--- src/rtl/ctrl_pipe_decoder_if.sv ---
// Decode-stage bundle: fetch/hazard side drives instruction and pipeline control,
// the decoder returns the control bundles and the hazard/trap status flags.
interface ctrl_pipe_decoder_if #(
   parameter int STAGES = 2,
   parameter int CW     = 11
);
   logic [31:0]          instr;
   logic                 instr_valid;
   logic                 stall;
   logic                 flush;
   logic [CW-1:0]        ctrl_d;
   logic [STAGES*CW-1:0] ctrl_pipe;
   logic [STAGES-1:0]    valid_pipe;
   logic                 csr_busy;
   logic                 illegal_trap;

   modport master (
      output instr, instr_valid, stall, flush,
      input  ctrl_d, ctrl_pipe, valid_pipe, csr_busy, illegal_trap
   );

   modport slave (
      input  instr, instr_valid, stall, flush,
      output ctrl_d, ctrl_pipe, valid_pipe, csr_busy, illegal_trap
   );
endinterface

--- src/rtl/ctrl_pipe_decoder.sv ---
// RV32I main control decoder with CSR fields, followed by a STAGES-deep control
// pipeline tracking valid, stall and flush for the hazard and trap logic.
module ctrl_pipe_decoder #(
   parameter int STAGES = 2,
   parameter int CW     = 11
) (
   input  logic               clk,
   input  logic               reset,
   ctrl_pipe_decoder_if.slave bus
);

   // Bundle layout, LSB first: alu_en, reg_wr, sel_a, sel_b, wb_sel[1:0],
   // mem_cs, mem_wr, csr_rd, csr_wr, illegal.
   localparam logic [10:0] B_ALU    = 11'h001;
   localparam logic [10:0] B_REG    = 11'h002;
   localparam logic [10:0] B_SELA   = 11'h004;
   localparam logic [10:0] B_SELB   = 11'h008;
   localparam logic [10:0] B_WB_MEM = 11'h010;
   localparam logic [10:0] B_WB_PC  = 11'h020;
   localparam logic [10:0] B_WB_CSR = 11'h030;
   localparam logic [10:0] B_MEMCS  = 11'h040;
   localparam logic [10:0] B_MEMWR  = 11'h080;
   localparam logic [10:0] B_CSRRD  = 11'h100;
   localparam logic [10:0] B_CSRWR  = 11'h200;
   localparam logic [10:0] B_ILL    = 11'h400;
   localparam int          BIT_CSRWR = 9;
   localparam int          BIT_ILL   = 10;

   localparam logic [6:0] OP_R      = 7'b0110011;
   localparam logic [6:0] OP_IALU   = 7'b0010011;
   localparam logic [6:0] OP_LOAD   = 7'b0000011;
   localparam logic [6:0] OP_STORE  = 7'b0100011;
   localparam logic [6:0] OP_BRANCH = 7'b1100011;
   localparam logic [6:0] OP_JAL    = 7'b1101111;
   localparam logic [6:0] OP_JALR   = 7'b1100111;
   localparam logic [6:0] OP_AUIPC  = 7'b0010111;
   localparam logic [6:0] OP_LUI    = 7'b0110111;
   localparam logic [6:0] OP_SYSTEM = 7'b1110011;

   logic [6:0]                   opcode_s;
   logic [4:0]                   rd_s;
   logic [2:0]                   funct3_s;
   logic [4:0]                   rs1_s;
   logic                         instr_hi_unused_s;
   logic                         csr_rd_s;
   logic                         csr_wr_s;
   logic [CW-1:0]                csr_bits_s;
   logic [CW-1:0]                dec_s;
   logic                         csr_busy_s;
   logic [STAGES-1:0][CW-1:0]    stage_r;
   logic [STAGES-1:0]            valid_r;

   assign opcode_s          = bus.instr[6:0];
   assign rd_s              = bus.instr[11:7];
   assign funct3_s          = bus.instr[14:12];
   assign rs1_s             = bus.instr[19:15];
   assign instr_hi_unused_s = ^bus.instr[31:20];

   // csrrw/csrrwi always write; set/clear forms write only with a non-zero source.
   assign csr_rd_s   = (rd_s != 5'd0);
   assign csr_wr_s   = (funct3_s[1:0] == 2'b01) | (rs1_s != 5'd0);
   assign csr_bits_s = (csr_rd_s ? (B_REG | B_CSRRD) : 11'h000)
                     | (csr_wr_s ? B_CSRWR : 11'h000);

   // Instruction decode; unrecognised opcodes yield an illegal-only bundle.
   always_comb begin
      dec_s = '0;
      if (bus.instr_valid) begin
         case (opcode_s)
            OP_R:      dec_s = B_ALU | B_REG;
            OP_IALU:   dec_s = B_ALU | B_REG | B_SELB;
            OP_LOAD:   dec_s = B_ALU | B_REG | B_SELB | B_MEMCS | B_WB_MEM;
            OP_STORE:  dec_s = B_ALU | B_SELB | B_MEMCS | B_MEMWR;
            OP_BRANCH: dec_s = B_ALU | B_SELA | B_SELB;
            OP_JAL:    dec_s = B_ALU | B_REG | B_SELA | B_SELB | B_WB_PC;
            OP_JALR:   dec_s = B_ALU | B_REG | B_SELB | B_WB_PC;
            OP_AUIPC:  dec_s = B_ALU | B_REG | B_SELA | B_SELB;
            OP_LUI:    dec_s = B_ALU | B_REG | B_SELB;
            OP_SYSTEM: begin
               case (funct3_s)
                  3'b000:  dec_s = '0;
                  3'b100:  dec_s = B_ILL;
                  default: dec_s = B_ALU | B_SELB | B_WB_CSR | csr_bits_s;
               endcase
            end
            default:   dec_s = B_ILL;
         endcase
      end else begin
         dec_s = '0;
      end
   end

   // Stage registers: flush beats stall on stage 1 only; deeper stages follow stall.
   always_ff @(posedge clk) begin
      if (reset) begin
         stage_r <= '0;
         valid_r <= '0;
      end else begin
         if (bus.flush) begin
            stage_r[0] <= '0;
            valid_r[0] <= 1'b0;
         end else if (!bus.stall) begin
            stage_r[0] <= dec_s;
            valid_r[0] <= bus.instr_valid;
         end else begin
            stage_r[0] <= stage_r[0];
            valid_r[0] <= valid_r[0];
         end
         for (int k = 1; k < STAGES; k++) begin
            if (!bus.stall) begin
               stage_r[k] <= stage_r[k-1];
               valid_r[k] <= valid_r[k-1];
            end else begin
               stage_r[k] <= stage_r[k];
               valid_r[k] <= valid_r[k];
            end
         end
      end
   end

   // Any valid in-flight CSR write blocks CSR reads in the hazard unit.
   always_comb begin
      csr_busy_s = 1'b0;
      for (int k = 0; k < STAGES; k++) begin
         csr_busy_s = csr_busy_s | (valid_r[k] & stage_r[k][BIT_CSRWR]);
      end
   end

   assign bus.ctrl_d       = dec_s;
   assign bus.ctrl_pipe    = stage_r;
   assign bus.valid_pipe   = valid_r;
   assign bus.csr_busy     = csr_busy_s;
   assign bus.illegal_trap = valid_r[STAGES-1] & stage_r[STAGES-1][BIT_ILL];

endmodule
--- src/flat_wrapper.sv ---
// flat-port wrapper written by rule: the top's interface ports become plain ports
module ctrl_pipe_decoder_flat 
#(
   parameter int STAGES = 2,
   parameter int CW     = 11
)
  (clk, reset, bus_instr, bus_instr_valid, bus_stall, bus_flush, bus_ctrl_d, bus_ctrl_pipe, bus_valid_pipe, bus_csr_busy, bus_illegal_trap);
  ctrl_pipe_decoder_if #(.STAGES(STAGES), .CW(CW)) bus_i ();
  input  logic clk;
  input  logic reset;
  input wire logic [$bits(bus_i.instr)-1:0] bus_instr;
  input wire logic [$bits(bus_i.instr_valid)-1:0] bus_instr_valid;
  input wire logic [$bits(bus_i.stall)-1:0] bus_stall;
  input wire logic [$bits(bus_i.flush)-1:0] bus_flush;
  output wire logic [$bits(bus_i.ctrl_d)-1:0] bus_ctrl_d;
  output wire logic [$bits(bus_i.ctrl_pipe)-1:0] bus_ctrl_pipe;
  output wire logic [$bits(bus_i.valid_pipe)-1:0] bus_valid_pipe;
  output wire logic [$bits(bus_i.csr_busy)-1:0] bus_csr_busy;
  output wire logic [$bits(bus_i.illegal_trap)-1:0] bus_illegal_trap;
  assign bus_i.instr = bus_instr;
  assign bus_i.instr_valid = bus_instr_valid;
  assign bus_i.stall = bus_stall;
  assign bus_i.flush = bus_flush;
  assign bus_ctrl_d = bus_i.ctrl_d;
  assign bus_ctrl_pipe = bus_i.ctrl_pipe;
  assign bus_valid_pipe = bus_i.valid_pipe;
  assign bus_csr_busy = bus_i.csr_busy;
  assign bus_illegal_trap = bus_i.illegal_trap;
  ctrl_pipe_decoder #(.STAGES(STAGES), .CW(CW)) u_core (.clk(clk), .reset(reset), .bus(bus_i));
endmodule
--- config.mk ---
export PLATFORM = sky130hd
export DESIGN_NAME = ctrl_pipe_decoder_flat
export DESIGN_NICKNAME = d
export VERILOG_FILES = /design/src/rtl/ctrl_pipe_decoder_if.sv /design/src/rtl/ctrl_pipe_decoder.sv /design/src/flat_wrapper.sv
export SDC_FILE = /design/constraint.sdc
export NUM_CORES = 1
export LEC_CHECK = 0
export ABC_AREA = 0
export CAP_MARGIN = 20
export CORE_ASPECT_RATIO = 1.25
export CORE_UTILIZATION = 33
export CTS_CLUSTER_SIZE = 16
export DETAILED_ROUTE_END_ITERATION = 10
export MAX_ROUTING_LAYER = met4
export PLACE_DENSITY_LB_ADDON = 0.15
export SYNTH_ARGS = -nofsm -noshare
export SYNTH_HDL_FRONTEND = slang
export SYNTH_SLANG_ARGS = --single-unit
--- constraint.sdc ---
create_clock -name clk -period 1.46 [get_ports clk]
set_input_delay 0.146 -clock clk [delete_from_list [all_inputs] [get_ports clk]]
set_output_delay 0.146 -clock clk [all_outputs]
set_load 0.005 [all_outputs]
==> results by group, run 1 <==
Run status
  – Outcome: finished with violations
  – Failing checks: design-rule violations, negative setup slack

Timing
  – RSZ-0062 raised after global routing: yes
  – Setup_tns: -612 ps
  – Final count of negative-setup-slack endpoints: 9
  – Final Cycle Share: 110%
  – Final Skew: 6.18 ps
  – Top achievable clock speed: 624 MHz
  – Fin. Hold Viols: 0
  – Slew Limit Fails: 0
  – Final setup margin: -143 ps
  – WHS: 373 ps
  – Final min period: 1600 ps
  – Measured slew at the worst slew-check pin: 331 ps
  – Max_slew headroom: 78.0%

Route
  – Post-route DRC violation count: 9
  – 1st-pass router iterations: 7
  – DR WL/cell: 15.0 µm
  – DR vias/cell: 5.43
  – DR vias: 1580
  – Antenna-violating nets left: 0
  – Drt first-iter violations: 50
  – Total Wirelength: 4380 µm

Synth
  – Avg Inst Size Synth: 8.53 µm²
  – Mapped Area: 1240 µm²
  – Syn_nets: 182
  – Syn Inst Count: 145
  – Post-synthesis sequential area ratio: 38.9%
  – Synth cell types: 44
  – Top FF cell, synth: dfxtp_1
  – Seq cells post-synth: 24
  – Yosys Warn Count: 0
  – Post-synth EDFFs: 0
  – Ys async rst share: 0%

Place
  – HPWL Detailed: 2790 µm
  – IO buf count: 61
  – Routability cong.: 0.876
  – Worst slack, placed: -908 ps
  – Post-DP Area: 2100 µm²
  – Placed Cells incl. Taps: 268

Floorplanning
  – Full die area: 4000 µm²
  – Die Y: 70.4 µm
  – Core ar.: 3540 µm²
  – Initial Util: 34.9%
  – Top Ports: 74
  – Chip width: 56.7 µm
  – # rows: 24

Worst setup path
  – CP Max Fanout: 3
  – Critical path endpoint category: output port
  – Crit path top cell by count: buf_6
  – CP Launch Type: input pin
  – Worst path max stage delay: 420 ps
  – CP Class: input pin to output port
  – Worst Path Buf+Inv: 3
  – Crit path arrival time: 1460 ps
  – Capturing point of the worst reg2reg path: u_core.bus.ctrl_pipe[1]$_SDFFE_PP0N_
  – Worst r2r src: u_core.bus.ctrl_pipe[1]$_SDFFE_PP0N_
  – Crit-path cells: buf_6 -> or2_4 -> buf_6 -> or4_4 -> o22ai_2 -> and2b_1 -> buf_2
  – Critical path's top delay family: simple AND/OR/NAND/NOR gates
  – Critical path data required time: 1310 ps
  – CP max-delay cell: or4_4
  – R2R setup slack: 790 ps
  – Cells on worst reg2reg path: 1

Global routing
  – Antenna violations before repair: 0
  – Largest net degree at the start of global routing: 27
  – First-pass GRT wire length: 7010 µm
  – Vias in the first global route: 1515
  – Tot GR Track Use: 23.1%
  – Remaining global-route overflow: 0

Hold path
  – Min-Delay Path Class: input pin to flip-flop
  – Worst hold start: bus_instr_valid
  – Worst Hold End: u_core.bus.valid_pipe[0]$_SDFFE_PP0N_
  – Hold Path Depth: 3

Finish
  – Final Instance Count excl. Fillers: 291
  – N_diodes: 0
  – FILL cells: 282
  – Layout Nets: 290
  – Share of layout cells above drive strength 1: 42.9%
  – Area delta synth->final: 102%
  – Layout Utilization: 70.5%
  – Finished Cell Area: 2500 µm²

Clock tree
  – Sink Count: 24
  – CTS tree: yes
  – Clk root buf: clkbuf_8
  – CTS Buf Count: 3
  – Post-CTS Hold Buffers: 0
  – Worst skew pair latency: 260 ps
  – Clock H-tree levels: 1
  – Clock transition at path regs: 80 ps
  – CTS Buffer Depth: 2

Pwr
  – LEAKAGE: 1.04 nW
  – P per Cell Area: 574 nW/µm²
  – Total power: 1.43 mW
  – Peak supply drop: 0.321 mV

Flow run
  – Maxcap violations: 0
-- cell usage after synthesis (2+ instances only) --
master / instances / area (µm²)
clkbuf_1: 6 / 22.5
and2_1: 3 / 18.8
a31oi_1: 2 / 12.5
dfxtp_1: 24 / 480
or4_1: 3 / 22.5
inv_1: 2 / 7.51
a32o_1: 2 / 20.0
nor3b_1: 2 / 15.0
or3_1: 2 / 12.5
a21oi_1: 3 / 15.0
or2_2: 2 / 12.5
nand3_1: 12 / 60.1
o31ai_1: 7 / 52.6
nor4_1: 2 / 12.5
mux2i_1: 15 / 150
nor2_1: 25 / 93.8
buf_2: 3 / 15.0
nand2_1: 4 / 15.0
-- how the worst max path moves through the flow --
stage / to / slack, ps / startpoint / cells past startpoint
after detailed placement: bus_ctrl_d[1] / -910 / bus_instr[3] / 6
after CTS: bus_ctrl_d[1] / -160 / bus_instr[3] / 9
after global placement: bus_ctrl_d[3] / -880 / bus_instr[4] / 7
final: bus_ctrl_d[1] / -140 / bus_instr[2] / 7
after global routing: bus_ctrl_d[10] / -170 / bus_instr[2] / 7
after floorplan: bus_ctrl_d[1] / 2 / bus_instr[2] / 5
-- cell families after synthesis --
group	count (synthesis)	synth area share, %
flops	24	38.9
buf+inv	12	3.95
simple gates	68	29.7
mux	15	12.1
compound gates	26	15.4
-- layout make-up --
cell class | count | area, µm² | share of cell area [%]
Tap cell | 39 | 48.8 | 1.95
Inverter | 2 | 7.51 | 0.300
Timing Repair Buffer | 113 | 981 | 39.3
Sequential cell | 24 | 483 | 19.3
Multi-Input combinational cell | 109 | 923 | 37.0
Clock buffer | 4 | 55.1 | 2.20
-- sequential cells by signal, summed over array words and instances (netlist names) --
| register | cells |
|---|---|
| u_core.bus.valid_pipe | 2 |
| u_core.bus.ctrl_pipe | 22 |
-- layout by cell type (no fill, tap or decap), types with 2 or more instances in the layout --
master / count
nand3_2: 2
dlygate4sd2_1: 6
a31oi_4: 2
nor2_1: 18
and2_1: 2
buf_2: 11
dfxtp_1: 22
o31ai_1: 5
nor3b_1: 2
nor2_2: 2
buf_4: 39
clkbuf_2: 3
nor4_4: 2
mux2i_1: 15
a21oi_1: 2
nand3_1: 9
nor2_4: 5
clkdlybuf4s15_1: 3
or3_1: 2
clkdlybuf4s50_1: 32
or4_4: 3
or2_4: 2
nand2_1: 4
buf_6: 18
dfxtp_2: 2
clkbuf_8: 4
a32o_1: 2
-- timing repair --
action | in CTS | in global routing
pin swaps | 27 | 13
endpoints found under the setup margin | 20 | 18
setup buffers | 26 | 2
gates resized for setup | 135 | 20
-- metal layers --
metal  up-vias  track usage, %  wire [µm]
met1       760            23.4       1650
met2        57            44.6       2440
met3        10            2.04        183
li1        753               -          -
met4         0            9.21        100
met5         -               -          0
-- power breakdown --
group	switching (mW)	internal [mW]	total, mW
Combinational	0.156	0.180	0.337
Clock	0.197	0.240	0.437
Sequential	0.00252	0.657	0.660
Note: power is estimated with default switching activity, not from simulation.
==> inputs of run 2 (changes only) <==
CORE_MARGIN = 2   (was not set)
CORE_UTILIZATION = 37   (was 33)
clock period = 1.7 ns   (was 1.46 ns; I/O delays follow)
==> results by group, run 2 (synthesis results as in run 1) <==
Worst setup path
  – CP max-delay cell: or4_4 (unchanged)
  – Worst path max stage delay: 560 ps (was 420 ps)
  – Critical path endpoint category: output port (unchanged)
  – CP Class: input pin to output port (unchanged)
  – CP Launch Type: input pin (unchanged)
  – Critical path data required time: 1530 ps (was 1310 ps)
  – Critical path's top delay family: simple AND/OR/NAND/NOR gates (unchanged)
  – R2R setup slack: 1000 ps (was 790 ps)
  – CP Max Fanout: 4 (was 3)
  – Worst setup endpoint: bus_ctrl_d[1] (unchanged)
  – Crit-path cells: buf_6 -> or2_4 -> or4_4 -> o22ai_4 -> and2b_1 -> buf_2 (was buf_6 -> or2_4 -> buf_6 -> or4_4 -> o22ai_2 -> and2b_1 -> buf_2)
  – Stages on worst setup path: 6 (was 7)
  – CP startpoint: bus_instr[2] (unchanged)
  – Crit path arrival time: 1510 ps (was 1460 ps)
  – Capturing point of the worst reg2reg path: u_core.bus.ctrl_pipe[1]$_SDFFE_PP0N_ (unchanged)
  – Worst r2r src: u_core.bus.ctrl_pipe[1]$_SDFFE_PP0N_ (unchanged)
  – Worst Path Buf+Inv: 2 (was 3)
  – Cells on worst reg2reg path: 1 (unchanged)

Clock tree
  – Post-CTS Hold Buffers: 0 (unchanged)
  – CTS Buf Count: 3 (unchanged)
  – Worst skew pair latency: 260 ps (about the same)
  – Clock transition at path regs: 90 ps (was 80 ps)
  – CTS tree: yes (unchanged)
  – Clk root buf: clkbuf_8 (unchanged)
  – Clock H-tree levels: 1 (unchanged)
  – CTS Buffer Depth: 2 (unchanged)
  – Sink Count: 24 (unchanged)

Finish
  – Area delta synth->final: 91.3% (was 102%)
  – Layout Nets: 285 (was 290)
  – Layout Utilization: 74.0% (was 70.5%)
  – Share of layout cells above drive strength 1: 36.4% (was 42.9%)
  – Max reg flops: 22 (unchanged)
  – N_diodes: 0 (unchanged)
  – Most frequent cells in the layout: buf_4 (42), clkdlybuf4s50_1 (33), dfxtp_1 (24) (was buf_4 (39), clkdlybuf4s50_1 (32), dfxtp_1 (22))
  – Most common cell after layout, fill and taps aside: buf_4 (unchanged)

Timing
  – Final count of negative-setup-slack endpoints: 0 (was 9)
  – WHS: 486 ps (was 373 ps)
  – Final Skew: 0.485 ps (was 6.18 ps)
  – RSZ-0062 raised after global routing: yes (unchanged)
  – Setup_tns: 0 ps (was -612 ps)
  – Final Cycle Share: 98.8%
  – Top achievable clock speed: 595 MHz
  – Final min period: 1680 ps
  – Measured slew at the worst slew-check pin: 564 ps (was 331 ps)
  – Final setup margin: 20.5 ps (was -143 ps)
  – Fin. Hold Viols: 0 (unchanged)
  – Max_slew headroom: 62.2% (was 78.0%)
  – Slew Limit Fails: 0 (unchanged)

Pwr
  – Total power: 1.31 mW (was 1.43 mW)
  – LEAKAGE: 1.02 nW (was 1.04 nW)
  – Peak supply drop: 0.538 mV (was 0.321 mV)
  – P per Cell Area: 555 nW/µm² (was 574 nW/µm²)

Place
  – Worst slack, placed: -727 ps (was -908 ps)
  – HPWL Detailed: 3090 µm (was 2790 µm)
  – IO buf count: 61 (unchanged)
  – Routability cong.: 0.842 (was 0.876)

Route
  – Post-route DRC violation count: 0 (was 9)
  – DR WL/cell: 15.3 µm (was 15.0 µm)
  – Total Wirelength: 4350 µm (was 4380 µm)
  – DR vias: 1502 (was 1580)
  – Antenna-violating nets left: 0 (unchanged)
  – DR vias/cell: 5.29 (was 5.43)
  – Drt first-iter violations: 30 (was 50)
  – 1st-pass router iterations: 4 (was 7)

Flow run
  – Maxcap violations: 0 (unchanged)

Global routing
  – Remaining global-route overflow: 0 (unchanged)
  – Vias in the first global route: 1571 (was 1515)
  – Antenna violations before repair: 0 (unchanged)
  – Largest net degree at the start of global routing: 27 (unchanged)
  – First-pass GRT wire length: 6730 µm (was 7010 µm)
  – Tot GR Track Use: 23.3% (was 23.1%)

Floorplanning
  – Initial Util: 38.7% (was 34.9%)
  – Core ar.: 3190 µm² (was 3540 µm²)
  – Full die area: 3820 µm² (was 4000 µm²)
  – Die Y: 68.6 µm (was 70.4 µm)
  – # rows: 23 (was 24)
  – Top Ports: 74 (unchanged)
  – Chip width: 55.7 µm (was 56.7 µm)

Hold path
  – Min-Delay Path Class: input pin to flip-flop (unchanged)
  – Worst hold start: bus_instr_valid (unchanged)

Run status
  – Outcome: finished, final reports clean (was finished with violations)
-- run 2: cell count changes in the layout (fill, tap and decap cells not counted), moves of 3 or more --
cell	delta
buf_4	+3
buf_6	-10
nor2_4	-4
buf_2	-4
clkdlybuf4s15_2	+3
dlygate4sd2_1	+3
-- run 2: report_power, final --
group / switching, mW / leakage (nW) / total [mW] / internal, mW
Sequential: 0.00244 / 0.193 / 0.567 / 0.564
Combinational: 0.115 / 0.789 / 0.256 / 0.141
Clock: 0.176 / 0.0357 / 0.491 / 0.314
-- run 2: routing by layer --
| metal | routed length [µm] | vias to the layer above | track usage [%] |
|---|---|---|---|
| met5 | 0 | - | - |
| met4 | 192 | 0 | 17.4 |
| met3 | 146 | 16 | 2.43 |
| met2 | 2520 | 50 | 47.3 |
| met1 | 1490 | 696 | 19.9 |
| li1 | - | 740 | - |
-- run 2: layout make-up --
cell class / instances / area, µm²
Sequential cell: 24 / 480
Clock buffer: 3 / 41.3
Fill cell: 258 / 830
Timing Repair Buffer: 108 / 933
Inverter: 2 / 7.51
Clock inverter: 1 / 30.0
Multi-Input combinational cell: 109 / 826
Tap cell: 37 / 46.3
-- run 2: how the worst min path moves through the flow --
stage	end	slack, ps	cells after the start
floorplan	u_core.bus.ctrl_pipe[11]$_SDFFE_PP0N_	240	1
global placement	u_core.bus.ctrl_pipe[7]$_SDFFE_PP0N_	470	2
detailed placement	u_core.bus.ctrl_pipe[7]$_SDFFE_PP0N_	480	2
CTS	u_core.bus.valid_pipe[0]$_SDFFE_PP0N_	470	4
global route	u_core.bus.ctrl_pipe[7]$_SDFFE_PP0N_	510	2
finish	u_core.bus.valid_pipe[0]$_SDFFE_PP0N_	490	4
-- run 2: repair_timing --
item	in CTS	in global routing
gates resized for setup	89	17
gates cloned	0	0
endpoints found under the setup margin	12	8
pin swaps	20	11
buffers inserted	10	2
-- run 2: metrics by stage --
step,instance area [µm²],std cells
6_report,2360,284
2_1_floorplan,1240,145
3_5_place_dp,2110,268
4_1_cts,2340,282
3_3_place_gp,2110,268
5_1_grt,2360,284
